## src/rtl/pipe_ctrl_pkg.sv

```systemverilog
// Shared pipeline-control types for the 5-stage MIPS core.
//   sb_entry_t : one in-flight register writer {valid, wreg, is_load}
//   hu_state_t : hazard unit FSM states {BOOT, RUN, HOLD}
//   REG_ZERO   : hard-wired zero register number
//   sb_match   : true when the ID instruction reads the register held in a slot
package pipe_ctrl_pkg;

  localparam logic [4:0] REG_ZERO = 5'd0;

  typedef struct packed {
    logic       valid;
    logic [4:0] wreg;
    logic       is_load;
  } sb_entry_t;

  typedef enum logic [1:0] {
    BOOT,
    RUN,
    HOLD
  } hu_state_t;

  // Register 0 is excluded explicitly even though valid slots never hold it.
  function automatic logic sb_match(input sb_entry_t  s,
                                    input logic       uses_rs,
                                    input logic [4:0] rs,
                                    input logic       uses_rt,
                                    input logic [4:0] rt);
    return s.valid && (s.wreg != REG_ZERO) &&
           ((uses_rs && (rs == s.wreg)) || (uses_rt && (rt == s.wreg)));
  endfunction

endpackage

```

## src/rtl/hazard_scoreboard.sv

```systemverilog
// Two-slot shift register of in-flight register writers (EX and MEM stages).
// Ports:
//   clk, reset : rising-edge clock, asynchronous active-high reset
//   hold       : keep both slots unchanged (pipe frozen)
//   bubble     : advance, but insert an invalid entry into EX
//   id_entry   : writer descriptor of the instruction leaving ID
//   ex_sb      : writer currently in EX
//   mem_sb     : writer currently in MEM
module hazard_scoreboard
  import pipe_ctrl_pkg::*;
(
  input  logic      clk,
  input  logic      reset,
  input  logic      hold,
  input  logic      bubble,
  input  sb_entry_t id_entry,
  output sb_entry_t ex_sb,
  output sb_entry_t mem_sb
);

  // hold wins over bubble: a frozen pipe moves nothing.
  always_ff @(posedge clk or posedge reset) begin
    if (reset) begin
      ex_sb  <= '0;
      mem_sb <= '0;
    end else if (!hold) begin
      mem_sb <= ex_sb;
      ex_sb  <= bubble ? sb_entry_t'('0) : id_entry;
    end
  end

endmodule

```

## src/rtl/hazard_unit.sv

```systemverilog
// Pipeline hazard controller for the 5-stage MIPS core.
// Detects load-use and branch-operand hazards from a 2-entry writer
// scoreboard, flushes IF/ID on taken control transfers and freezes the
// pipe on memory wait.
// Ports:
//   clk, reset                 : rising-edge clock, async active-high reset
//   id_rs/id_rt, id_uses_rs/rt : source registers of the ID instruction
//   id_is_branch               : ID instruction compares/reads operands in ID
//   id_reg_write, id_write_reg : ID instruction destination
//   id_mem_read                : ID instruction is a load
//   id_pc_src                  : taken branch / jump decided in ID
//   mem_busy                   : memory wait, freezes the whole pipe
//   pc_stall, if_id_stall      : hold PC / IF/ID
//   if_id_flush                : turn IF/ID into a nop
//   id_ex_bubble               : load control-zero into ID/EX
//   ex_mem_hold                : hold EX/MEM and MEM/WB
//   stall_count, flush_count   : saturating event counters
module hazard_unit
  import pipe_ctrl_pkg::*;
#(
  parameter int unsigned CNT_W = 16
) (
  input  logic             clk,
  input  logic             reset,
  input  logic [4:0]       id_rs,
  input  logic [4:0]       id_rt,
  input  logic             id_uses_rs,
  input  logic             id_uses_rt,
  input  logic             id_is_branch,
  input  logic             id_reg_write,
  input  logic [4:0]       id_write_reg,
  input  logic             id_mem_read,
  input  logic             id_pc_src,
  input  logic             mem_busy,
  output logic             pc_stall,
  output logic             if_id_stall,
  output logic             if_id_flush,
  output logic             id_ex_bubble,
  output logic             ex_mem_hold,
  output logic [CNT_W-1:0] stall_count,
  output logic [CNT_W-1:0] flush_count
);

  hu_state_t state;
  sb_entry_t ex_sb;
  sb_entry_t mem_sb;
  sb_entry_t id_entry;

  logic match_ex;
  logic match_mem;
  logic hz;
  logic frozen;
  logic run_active;
  logic run_stall;
  logic run_flush;
  logic sb_bubble;

  always_comb begin
    id_entry         = '0;
    id_entry.valid   = id_reg_write && (id_write_reg != REG_ZERO);
    id_entry.wreg    = id_write_reg;
    id_entry.is_load = id_mem_read;
  end

  assign match_ex  = sb_match(ex_sb,  id_uses_rs, id_rs, id_uses_rt, id_rt);
  assign match_mem = sb_match(mem_sb, id_uses_rs, id_rs, id_uses_rt, id_rt);

  // Branches resolve in ID: any EX writer is too late to forward, a load in
  // MEM is too late as well; ALU results in MEM forward to ID.
  assign hz = (match_ex && (ex_sb.is_load || id_is_branch)) ||
              (id_is_branch && match_mem && mem_sb.is_load);

  // mem_busy acts in the very cycle it rises while in RUN.
  assign frozen     = (state == HOLD) || ((state == RUN) && mem_busy);
  assign run_active = (state == RUN) && !mem_busy;
  assign run_stall  = run_active && hz;
  assign run_flush  = run_active && !hz && id_pc_src;
  assign sb_bubble  = (state == BOOT) || run_stall;

  hazard_scoreboard u_scoreboard (
    .clk      (clk),
    .reset    (reset),
    .hold     (frozen),
    .bubble   (sb_bubble),
    .id_entry (id_entry),
    .ex_sb    (ex_sb),
    .mem_sb   (mem_sb)
  );

  always_comb begin
    pc_stall     = 1'b0;
    if_id_stall  = 1'b0;
    if_id_flush  = 1'b0;
    id_ex_bubble = 1'b0;
    ex_mem_hold  = 1'b0;
    if (state == BOOT) begin
      pc_stall     = 1'b1;
      if_id_flush  = 1'b1;
      id_ex_bubble = 1'b1;
    end else if (frozen) begin
      pc_stall    = 1'b1;
      if_id_stall = 1'b1;
      ex_mem_hold = 1'b1;
    end else if (run_stall) begin
      pc_stall     = 1'b1;
      if_id_stall  = 1'b1;
      id_ex_bubble = 1'b1;
    end else if (run_flush) begin
      if_id_flush = 1'b1;
    end
  end

  always_ff @(posedge clk or posedge reset) begin
    if (reset) begin
      state <= BOOT;
    end else begin
      case (state)
        BOOT:    state <= RUN;
        RUN:     if (mem_busy) state <= HOLD;
        HOLD:    if (!mem_busy) state <= RUN;
        default: state <= BOOT;
      endcase
    end
  end

  always_ff @(posedge clk or posedge reset) begin
    if (reset) begin
      stall_count <= '0;
      flush_count <= '0;
    end else begin
      if (run_stall && (stall_count != '1))
        stall_count <= stall_count + CNT_W'(1);
      if (run_flush && (flush_count != '1))
        flush_count <= flush_count + CNT_W'(1);
    end
  end

endmodule
```

## config.mk

```make
export PLATFORM = sky130hd
export DESIGN_NAME = hazard_unit
export DESIGN_NICKNAME = d
export VERILOG_FILES = /design/src/rtl/pipe_ctrl_pkg.sv /design/src/rtl/hazard_scoreboard.sv /design/src/rtl/hazard_unit.sv
export SDC_FILE = /design/constraint.sdc
export NUM_CORES = 1
export LEC_CHECK = 0
export BUFFER_PORTS_ARGS = -buffer_cell sky130_fd_sc_hd__buf_2
export CAP_MARGIN = 10
export CORE_UTILIZATION = 45
export DETAILED_ROUTE_END_ITERATION = 10
export GPL_TIMING_DRIVEN = 0
export PLACE_DENSITY_LB_ADDON = 0.3
export REMOVE_ABC_BUFFERS = 1
export SKIP_LAST_GASP = 1
export SLEW_MARGIN = 10
export SYNTH_ARGS = -nofsm -noshare
export SYNTH_HDL_FRONTEND = slang
export SYNTH_SLANG_ARGS = --single-unit
```

## constraint.sdc

```tcl
create_clock -name clk -period 2.6 [get_ports clk]
set_input_delay 0.52 -clock clk [delete_from_list [all_inputs] [get_ports clk]]
set_output_delay 0.52 -clock clk [all_outputs]
set_load 0.01 [all_outputs]
```

==> results.json <==
{
  "crit_path_top_delay_cell": "dfrtp_2",
  "synth_area_per_cell_um2": 10.05,
  "setup_viol_count_final": 0,
  "p_leak_nw": 1.594,
  "fin_crit_sh_pct": 96.78,
  "routedWlPerCell_um": 15.26,
  "seq_area_frac_synth_pct": 43.46,
  "cts_tree": "yes",
  "cp_max_fo": 10,
  "pre_cts_slack_ps": -250.9,
  "port_buffers": 60,
  "ys_seq_elements": 48,
  "synth_warnings": 0,
  "cts.sinks": 48,
  "drv_cap": 0,
  "synth_area_leader_cell": "dfrtp_1",
  "fin_skew_ps": 9.848,
  "max_freq_mhz": 397.4,
  "syn_to_final_growth_pct": 22.54,
  "tightest_slew_ps": 533.8,
  "grt_pass1_wl_mm": 9.715,
  "min_period_ps": 2516,
  "num_rows": 28,
  "synth_top_area_share_pct": 43.46,
  "finalHoldViolCount": 0,
  "clk_latency_ps": 300,
  "dpl.hpwl_mm": 4.250,
  "crit_type": "register to primary output",
  "synth_edf_count": 0,
  "antenna_found_initial": 0,
  "cpPeakStageDelay_ps": 480,
  "irDropWorstVdd_mv": 0.3715,
  "final_max_slew_viol_count": 0,
  "first_pass_iters": 4,
  "drc": 0,
  "die_y_um": 80.37,
  "die_width_um": 80.37,
  "grt_usage_pct": 19.36,
  "fin_util_pct": 57.21,
  "n_antenna_cell": 0,
  "start_util_pct": 46.68,
  "synth_ff_type": "dfrtp_1",
  "synthesis.area_um2": 2764,
  "cts_hold_buf": 0,
  "critPathArrivalTime_ps": 2000,
  "slew-limit-headroom_pct": 64.34,
  "synthTopCellsByArea": "dfrtp_1, xnor2_1, nand4_1",
  "cp_top_family": "compound AO/OA/AOI/OAI gates",
  "grt_max_degree": 39,
  "hold_class": "input port to async pin",
  "coreArea_um2": 5921,
  "postSynthCellCount": 275,
  "clkSlewWorstSetupHoldPaths_ps": 90,
  "h-tree-depth": 2,
  "num_io_pins": 61,
  "gp_congestion": 0.8303,
  "synthArstFlopShare_pct": 100.0,
  "fillers": 539,
  "grt.overflow.total": 0,
  "crit_chain": "xnor2_2, nand4_1, o22ai_2, a22oi_2, buf_8, nor2b_1, o21ai_1, buf_2",
  "ant_nets": 0,
  "grt_pass1_vias": 2070,
  "drive_gt1_share_pct": 35.99,
  "clockBufferDepth": 2,
  "worst_setup_path_end_kind": "primary output",
  "viasPerCell": 5.435,
  "via_count": 2250,
  "dieArea_um2": 6459,
  "setup_slack_ps": 83.66,
  "required_ps": 2080,
  "cts_root_buffer": "clkbuf_8",
  "cts_buffers": 5,
  "drt_wl_total_mm": 6.317,
  "drt_iter0_markers": 128,
  "startpoint_type": "register",
  "ys_types": 43,
  "finalNetCount": 365,
  "p_per_area_nw_per_um2": 765.8,
  "status": "finished clean",
  "cp_num_buf_inv": 2
}
==> power breakdown <==
part,switching [mW],total (mW),internal [mW],leakage (nW)
combinational,0.440,0.967,0.527,0.939
sequential,0.293,1.20,0.912,0.615
clock,0.239,0.422,0.182,0.0400
total,0.972,2.59,1.62,1.59
==> cell type report <==
class                      count  area (µm²)  share of cell area, %
timing repair buffer          74       442.9                  13.08
inverter                       6       22.52                 0.6649
clock inverter                 2       12.51                 0.3694
sequential                    48        1214                  35.83
multi-input combinational    204        1533                  45.25
tap                           75       93.84                  2.771
clock buffer                   5       68.82                  2.032
==> stage by stage <==
step / setup TNS [ps] / cell area, µm² / hold WS, ps / cells / power, mW
floorplan: 0 / 2680 / 471.6 / 258 / 1.714
global placement: -7448 / 3074 / 476.0 / 393 / 1.952
detailed placement: -820.6 / 3109 / 471.3 / 395 / 1.996
CTS: -11.70 / 3224 / 143.0 / 404 / 2.453
global route: -32.44 / 3387 / 146.9 / 414 / 2.771
finish: 0 / 3387 / 142.7 / 414 / 2.594
==> final timing paths <==
kind,from,end,slack [ps],cells past startpoint
worst min register to register,flush_count[7],flush_count[7],490,1
min in group clk,flush_count[7],flush_count[7],490,1
worst max-delay path,u_scoreboard.ex_sb[5],pc_stall,80,8
worst max register to register,u_scoreboard.mem_sb[4],stall_count[14],350,8
max in group asynchronous,reset,u_scoreboard.ex_sb[1],1960,3
worst min-delay path,reset,flush_count[3],140,2
==> per-layer routing <==
layer | vias to the layer above | routed length [µm] | track usage, %
li1 | 1096 | - | -
met1 | 1090 | 2908 | 25.43
met2 | 60 | 3073 | 31.95
met3 | 4 | 296 | 4.318
met4 | 0 | 39 | 5.179
met5 | - | 0 | 0
==> layout by cell type (no fill, tap or decap), types with 2 or more instances in the layout <==
cell,synthesis,routed
a211oi_1,5,5
a21oi_1,21,20
and2_1,3,2
and3_1,10,10
and3_4,2,2
buf_2,6,60
buf_4,1,11
clkbuf_8,0,5
dfrtp_1,48,40
dfrtp_2,0,7
ha_1,2,2
inv_1,6,5
mux2_2,8,8
nand2_1,19,19
nand2b_1,7,7
nand3_1,7,7
nand4_1,21,21
nor2_1,6,6
nor2b_1,4,4
nor3_1,8,8
nor4_1,6,6
o21ai_0,7,5
o21ai_1,0,2
o22ai_2,0,2
xnor2_1,37,30
xnor2_2,0,7
xor2_1,12,12
==> flip-flops by register name, indices dropped and copies added (netlist names) <==
signal,flops
u_scoreboard.mem_sb,7
u_scoreboard.ex_sb,7
state,2
stall_count,16
flush_count,16
==> synthesized netlist by cell type (3+ instances only) <==
master    instances
nor4_1            6
clkbuf_1          8
and2_1            3
and3_1           10
xnor2_1          37
a211oi_1          5
nand2b_1          7
nand3_1           7
buf_2             6
mux2_2            8
inv_1             6
nor2b_1           4
nand4_1          21
nor2_1            6
o21ai_0           7
xor2_1           12
nand2_1          19
dfrtp_1          48
a21oi_1          21
nor3_1            8
==> kinds of logic after synthesis <==
logic type | synth area share, %
XOR/XNOR | 15.53
flip-flops | 43.46
buffers and inverters | 3.848
AO/OA/AOI/OAI | 9.507
multiplexers | 4.165
adder cells (fa/ha/maj) | 0.9052
AND/OR/NAND/NOR | 22.59
==> timing repair <==
| action | 4_1_cts | 5_1_grt |
|---|---|---|
| cloned | 0 | 1 |
| gates resized for setup | 8 | 15 |
| endpoints found under the setup margin | 5 | 5 |
| pin swaps | 1 | 4 |
| buffers inserted | 2 | 9 |
(Power assumes the default switching activity.)
